[src/rtl/pipe_ctrl_if.sv]
// pipe_ctrl_if: stall/flush vectors, exception inputs and redirect handshake between pipeline and pipe_ctrl
interface pipe_ctrl_if #(parameter int NSTAGE = 5, parameter int ADDR_W = 32);
  logic [NSTAGE-1:0] stallreq;
  logic [NSTAGE-1:0] stall;
  logic [NSTAGE-1:0] flush;
  logic              exc_flag;
  logic [4:0]        exc_type;
  logic [31:0]       cp0_Status;
  logic [31:0]       cp0_Cause;
  logic [31:0]       cp0_EPC;
  logic [31:0]       cp0_ErrorEPC;
  logic [31:0]       cp0_EBase;
  logic              redir_valid;
  logic [ADDR_W-1:0] redir_pc;
  logic              redir_ack;
  logic              wdog_trip;
  modport master (
    output stallreq, exc_flag, exc_type, cp0_Status, cp0_Cause, cp0_EPC, cp0_ErrorEPC, cp0_EBase, redir_ack,
    input  stall, flush, redir_valid, redir_pc, wdog_trip
  );
  modport slave (
    input  stallreq, exc_flag, exc_type, cp0_Status, cp0_Cause, cp0_EPC, cp0_ErrorEPC, cp0_EBase, redir_ack,
    output stall, flush, redir_valid, redir_pc, wdog_trip
  );
endinterface

[src/rtl/pipe_ctrl.sv]
// pipe_ctrl: stall/flush resolution plus registered exception/ERET redirect with valid/ack handshake.
// Optional stall watchdog built when PIPE_CTRL_WDOG_EN is defined.
module pipe_ctrl #(
  parameter int NSTAGE  = 5,
  parameter int IF_SPAN = 3,
  parameter int ADDR_W  = 32,
  parameter int WDOG_W  = 16
) (
  input  logic         clk,
  input  logic         rst,
  pipe_ctrl_if.slave   i_bus
);
  localparam logic [4:0] EXCT_INTR = 5'd1;
  localparam logic [4:0] EXCT_CPU  = 5'd2;
  localparam logic [4:0] EXCT_RI   = 5'd3;
  localparam logic [4:0] EXCT_OV   = 5'd4;
  localparam logic [4:0] EXCT_TRAP = 5'd5;
  localparam logic [4:0] EXCT_SYSC = 5'd6;
  localparam logic [4:0] EXCT_BP   = 5'd7;
  localparam logic [4:0] EXCT_ADE  = 5'd8;
  localparam logic [4:0] EXCT_TLBR = 5'd9;
  localparam logic [4:0] EXCT_TLBI = 5'd10;
  localparam logic [4:0] EXCT_TLBM = 5'd11;
  localparam logic [4:0] EXCT_ERET = 5'd12;
  logic [NSTAGE-1:0] w_hold, w_bub;
  logic [ADDR_W-1:0] w_base, w_off, w_tgt;
  logic              w_ok, w_kill;
  logic              r_valid;
  logic [ADDR_W-1:0] r_pc;
  // A stage holds when it or any later stage requests; an IF request also holds the whole IF span.
  always_comb begin
    w_hold = '0;
    w_bub  = '0;
    for (int k = 0; k < NSTAGE; k++)
      w_hold[k] = (|(i_bus.stallreq >> k)) || (i_bus.stallreq[0] && k < IF_SPAN);
    for (int k = 1; k < NSTAGE; k++)
      w_bub[k] = w_hold[k-1] && !w_hold[k];
  end
  assign w_kill      = rst || i_bus.exc_flag;
  assign i_bus.stall = w_kill ? '0 : w_hold | NSTAGE'(r_valid);
  assign i_bus.flush = w_kill ? '1 : w_bub;
  always_comb begin
    w_base = i_bus.cp0_Status[22] ? ADDR_W'(32'hBFC0_0200) : ADDR_W'({i_bus.cp0_EBase[31:12], 12'h000});
    w_off  = i_bus.exc_type == EXCT_INTR ? ADDR_W'(i_bus.cp0_Cause[23] ? 12'h200 : 12'h180) :
             i_bus.exc_type == EXCT_TLBR ? ADDR_W'(i_bus.cp0_Status[1] ? 12'h180 : 12'h000) :
                                           ADDR_W'(12'h180);
    w_tgt  = i_bus.exc_type == EXCT_ERET ?
             ADDR_W'(i_bus.cp0_Status[2] ? i_bus.cp0_ErrorEPC : i_bus.cp0_EPC) : w_base + w_off;
    w_ok   = i_bus.exc_type inside {EXCT_INTR, EXCT_CPU, EXCT_RI, EXCT_OV, EXCT_TRAP, EXCT_SYSC,
                                    EXCT_BP, EXCT_ADE, EXCT_TLBR, EXCT_TLBI, EXCT_TLBM, EXCT_ERET};
  end
  always_ff @(posedge clk) begin
    if (rst) begin
      r_valid <= 1'b0;
      r_pc    <= '0;
    end else if (i_bus.exc_flag && w_ok) begin
      r_valid <= 1'b1;
      r_pc    <= w_tgt;
    end else if (r_valid && i_bus.redir_ack) begin
      r_valid <= 1'b0;
    end
  end
  assign i_bus.redir_valid = r_valid;
  assign i_bus.redir_pc    = r_pc;
`ifdef PIPE_CTRL_WDOG_EN
  logic [WDOG_W-1:0] r_wcnt, w_wnxt;
  logic              r_trip;
  assign w_wnxt = (|i_bus.stallreq && !i_bus.exc_flag) ? (&r_wcnt ? r_wcnt : r_wcnt + 1'b1) : '0;
  always_ff @(posedge clk) begin
    if (rst) begin
      r_wcnt <= '0;
      r_trip <= 1'b0;
    end else begin
      r_wcnt <= w_wnxt;
      r_trip <= r_trip || &w_wnxt;
    end
  end
  assign i_bus.wdog_trip = r_trip;
`else
  assign i_bus.wdog_trip = WDOG_W < 0;
`endif
endmodule

[src/flat_wrapper.sv]
// flat-port wrapper written by rule: the top's interface ports become plain ports
module pipe_ctrl_flat 
#(
  parameter int NSTAGE  = 5,
  parameter int IF_SPAN = 3,
  parameter int ADDR_W  = 32,
  parameter int WDOG_W  = 16
)
  (clk, rst, i_bus_stallreq, i_bus_exc_flag, i_bus_exc_type, i_bus_cp0_Status, i_bus_cp0_Cause, i_bus_cp0_EPC, i_bus_cp0_ErrorEPC, i_bus_cp0_EBase, i_bus_redir_ack, i_bus_stall, i_bus_flush, i_bus_redir_valid, i_bus_redir_pc, i_bus_wdog_trip);
  pipe_ctrl_if #(.NSTAGE(NSTAGE), .ADDR_W(ADDR_W)) i_bus_i ();
  input  logic clk;
  input  logic rst;
  input wire logic [$bits(i_bus_i.stallreq)-1:0] i_bus_stallreq;
  input wire logic [$bits(i_bus_i.exc_flag)-1:0] i_bus_exc_flag;
  input wire logic [$bits(i_bus_i.exc_type)-1:0] i_bus_exc_type;
  input wire logic [$bits(i_bus_i.cp0_Status)-1:0] i_bus_cp0_Status;
  input wire logic [$bits(i_bus_i.cp0_Cause)-1:0] i_bus_cp0_Cause;
  input wire logic [$bits(i_bus_i.cp0_EPC)-1:0] i_bus_cp0_EPC;
  input wire logic [$bits(i_bus_i.cp0_ErrorEPC)-1:0] i_bus_cp0_ErrorEPC;
  input wire logic [$bits(i_bus_i.cp0_EBase)-1:0] i_bus_cp0_EBase;
  input wire logic [$bits(i_bus_i.redir_ack)-1:0] i_bus_redir_ack;
  output wire logic [$bits(i_bus_i.stall)-1:0] i_bus_stall;
  output wire logic [$bits(i_bus_i.flush)-1:0] i_bus_flush;
  output wire logic [$bits(i_bus_i.redir_valid)-1:0] i_bus_redir_valid;
  output wire logic [$bits(i_bus_i.redir_pc)-1:0] i_bus_redir_pc;
  output wire logic [$bits(i_bus_i.wdog_trip)-1:0] i_bus_wdog_trip;
  assign i_bus_i.stallreq = i_bus_stallreq;
  assign i_bus_i.exc_flag = i_bus_exc_flag;
  assign i_bus_i.exc_type = i_bus_exc_type;
  assign i_bus_i.cp0_Status = i_bus_cp0_Status;
  assign i_bus_i.cp0_Cause = i_bus_cp0_Cause;
  assign i_bus_i.cp0_EPC = i_bus_cp0_EPC;
  assign i_bus_i.cp0_ErrorEPC = i_bus_cp0_ErrorEPC;
  assign i_bus_i.cp0_EBase = i_bus_cp0_EBase;
  assign i_bus_i.redir_ack = i_bus_redir_ack;
  assign i_bus_stall = i_bus_i.stall;
  assign i_bus_flush = i_bus_i.flush;
  assign i_bus_redir_valid = i_bus_i.redir_valid;
  assign i_bus_redir_pc = i_bus_i.redir_pc;
  assign i_bus_wdog_trip = i_bus_i.wdog_trip;
  pipe_ctrl #(.NSTAGE(NSTAGE), .IF_SPAN(IF_SPAN), .ADDR_W(ADDR_W), .WDOG_W(WDOG_W)) u_core (.clk(clk), .rst(rst), .i_bus(i_bus_i));
endmodule
[config.mk]
export PLATFORM = sky130hd
export DESIGN_NAME = pipe_ctrl_flat
export DESIGN_NICKNAME = d
export VERILOG_FILES = /design/src/rtl/pipe_ctrl_if.sv /design/src/rtl/pipe_ctrl.sv /design/src/flat_wrapper.sv
export SDC_FILE = /design/constraint.sdc
export NUM_CORES = 1
export LEC_CHECK = 0
export ABC_AREA = 1
export BUFFER_PORTS_ARGS = -buffer_cell sky130_fd_sc_hd__buf_2
export CAP_MARGIN = 20
export CORE_MARGIN = 4
export CORE_UTILIZATION = 39
export CTS_BUF_LIST = sky130_fd_sc_hd__clkbuf_8
export CTS_CLUSTER_DIAMETER = 150
export DETAILED_ROUTE_END_ITERATION = 8
export PLACE_DENSITY_LB_ADDON = 0.12
export SYNTH_ARGS = -nofsm -noshare
export SYNTH_HDL_FRONTEND = slang
export SYNTH_SLANG_ARGS = --single-unit
[constraint.sdc]
create_clock -name clk -period 1.7 [get_ports clk]
set_input_delay 0.34 -clock clk [delete_from_list [all_inputs] [get_ports clk]]
set_output_delay 0.34 -clock clk [all_outputs]
set_load 0.03 [all_outputs]
==> metrics.txt <==
number of unique standard cell types used by synthesis=20; area added between synthesis and finish=37.63%; initial core utilization=40.69%; cts bufs inserted=5; Post-Syn Area=2437 µm²; synthesized area per cell=5.253 µm²; r2r setup slk=1050 ps; RSZ-0062 raised after global routing=no; count of input and output buffers=144; Pre-Repair DR Iteration Count=4; outcome=complete, no violations; maximum clock frequency=0.6788 GHz; overall fraction of global-route tracks in use=19.56%; synthesized net count=639; clock period minus final worst setup slack=1473 ps; Post-Layout Cell Count=681; synthesized flop and latch total=33; Root Buffer Master=clkbuf_8; most prevalent standard cell on the critical path=buf_2; Avg WL per Cell=11.05 µm; Final setup viols=0; CTS clk-pin slew, worst paths=70 ps; ANT nets after route=0; count of warnings emitted by yosys=0; Total Neg Setup Slack=0 ps; sink of the worst hold path=u_core.i_bus.redir_valid; estimated wirelength of the detail-placed design=5.751 mm; number of hold buffers added after cts=0; dpl cells=673; maximum number of pins on one net before global-route repair=31; clock tree from TritonCTS=yes; peak fanout along the critical path=3; clock tree skew after final layout=0 ps; source of the worst hold timing path=i_bus_redir_ack; Post-Route WL=7.527 mm; share of cells above drive strength 1=30.53%; number of fill cells=656; routability congestion estimate from global placement=0.7823; Ant. Diodes=0; critical path data arrival time=1130 ps; Static Leakage=2.048 nW; Post-CTS Repair Setup Buffers=0; via count=2992; critical path class=in2out; die area=7579 µm²; slowest stage delay, CP=270 ps; CTS-repair resized insts=0; Die Span X=87.06 µm; beginning of the worst register-to-register path=u_core.i_bus.redir_pc[6]; Net count, final=780; number of antenna violations at the first check in global routing=0; max-capacitance violation count=0; number of global-route vias before repair=2633; row count=28; max-slew violation total from the final report=0; share of synthesized area occupied by flip-flops and latches=27.10%; wire length of the first global-routing pass=11.82 mm; startpoint kind of the worst setup timing path=input port; number of cells traversed by the worst register-to-register path=4; data required time of the critical path=1360 ps; number of H-tree branching levels=2; largest vdd supply drop=0.0002709 V; total grt overflow=0; height of the die=87.06 µm; P per Cell Area=627.4 nW/µm²; number of violations reported at the end of detailed-routing iteration 0=89; path class of the lowest-slack min-delay path=in2reg; drc violations=0; Cells after Synth=464; ordered cell list for the critical path=buf_2, inv_1, nand2_1, nor4_1, o21ai_1, buf_2; number of clock sinks seen by CTS=33; hold depth=4; number of placed I/O pins=218; fraction of the cycle the final worst path needs=86.66%; endpoint kind of the worst setup timing path=output pin; core footprint=5991 µm²; final hold violation count=0; worst flop-to-flop path endpoint=u_core.i_bus.redir_pc[6]; standard cell with the maximum stage delay on the critical path=nor4_1; via/cell ratio=4.394; maximum clock path buffer count=2; clock latency at the later pin of the worst-skew pair=280 ps
## metal layers
| metal | wire [µm] | track usage, % |
|---|---|---|
| met1 | 3450 | 26.01 |
| met2 | 3263 | 31.54 |
| met3 | 760 | 5.109 |
| met4 | 53 | 4.674 |
| met5 | 0 | 0 |
## cell usage after synthesis
library cell  instances  area share (%)
dfxtp_1              33              27
nand2_1             204              31
nand3_2               2            0.82
o21ai_0              14             2.9
nand2_2               1            0.26
nand3_1               9             1.8
conb_1                1            0.15
ha_1                  1            0.51
nor2_1               81              12
a21oi_1               8             1.6
clkbuf_1              7             1.1
buf_4                 3            0.92
buf_2                13             2.7
inv_1                68              10
nor4_1                2            0.51
nor2_2                1            0.26
o21ai_1               1            0.21
buf_6                 2            0.92
inv_2                 4            0.62
a21oi_2               9             3.2
## cell families (layout without fill, tap and decap cells)
kind of cell | Yosys count | count (layout) | share of synthesized area, %
AO/OA/AOI/OAI | 32 | 32 | 7.957
adder cells (fa/ha/maj) | 1 | 1 | 0.5133
buffers and inverters | 97 | 239 | 16.68
flip-flops | 33 | 33 | 27.10
other | 1 | 1 | 0.1539
AND/OR/NAND/NOR | 300 | 300 | 47.59
## power breakdown
part | internal, mW | switching (mW) | leakage (nW) | total (mW)
logic | 0.259 | 0.430 | 1.73 | 0.690
registers | 0.826 | 0.0252 | 0.271 | 0.852
clock network | 0.278 | 0.286 | 0.0491 | 0.563
total | 1.36 | 0.741 | 2.05 | 2.10
## metrics by stage
stage	setup slack, ps	total power [mW]	instance area, µm²	utilization (%)	hold slack [ps]
2_1_floorplan	114.1	1.299	2441	-	503.3
3_3_place_gp	5.835	1.552	3272	54.62	466.6
3_5_place_dp	-13.16	1.562	3272	54.62	475.7
4_1_cts	215.7	2.135	3354	55.99	295.9
5_1_grt	78.59	2.255	3354	55.99	313.6
6_report	226.9	2.105	3354	55.99	302.4
## cells in the final DEF, fill, tap and decap left out
cell	instances
buf_4	12
conb_1	1
inv_2	4
clkbuf_8	5
dfxtp_1	33
a21oi_2	10
nand3_1	9
nor2_2	2
nor2_1	80
o21ai_0	13
nand2_1	204
nand3_2	2
a21oi_1	7
buf_12	3
ha_1	1
nor4_1	2
clkinv_2	2
nand2_2	1
o21ai_1	2
buf_2	144
inv_1	69
## critical path, delay by kind of cell
| family | cells | cell delay [ps] |
|---|---|---|
| AND/OR/NAND/NOR | 2 | 340 |
| buffers and inverters | 3 | 350 |
| AO/OA/AOI/OAI | 1 | 110 |
## sequential cells by signal, indices dropped and copies added (netlist names)
| name | cells |
|---|---|
| u_core.i_bus.redir_pc | 32 |
| u_core.i_bus.redir_valid | 1 |
## layout make-up
type	instances	area, µm²	share of cell area (%)
inverter	72	270.3	8.057
sequential	33	660.6	19.69
clock inverter	3	13.76	0.4103
tap	75	93.84	2.797
timing repair buffer	159	870.8	25.96
clock buffer	5	68.82	2.051
multi-input combinational	334	1376	41.03
## how the worst max path moves through the flow
stage | depth (start not counted) | slack, ps | start | end
6_report | 6 | 230 | i_bus_stallreq[4] | i_bus_stall[0]
5_1_grt | 6 | 80 | i_bus_stallreq[4] | i_bus_stall[0]
4_1_cts | 6 | 220 | i_bus_stallreq[4] | i_bus_stall[0]
3_5_place_dp | 9 | -10 | i_bus_exc_type[4] | u_core.i_bus.redir_pc[9]
3_3_place_gp | 9 | 6 | i_bus_exc_type[4] | u_core.i_bus.redir_pc[9]
2_1_floorplan | 4 | 110 | i_bus_exc_flag | i_bus_flush[2]
Power figures use the tool's default switching activity.
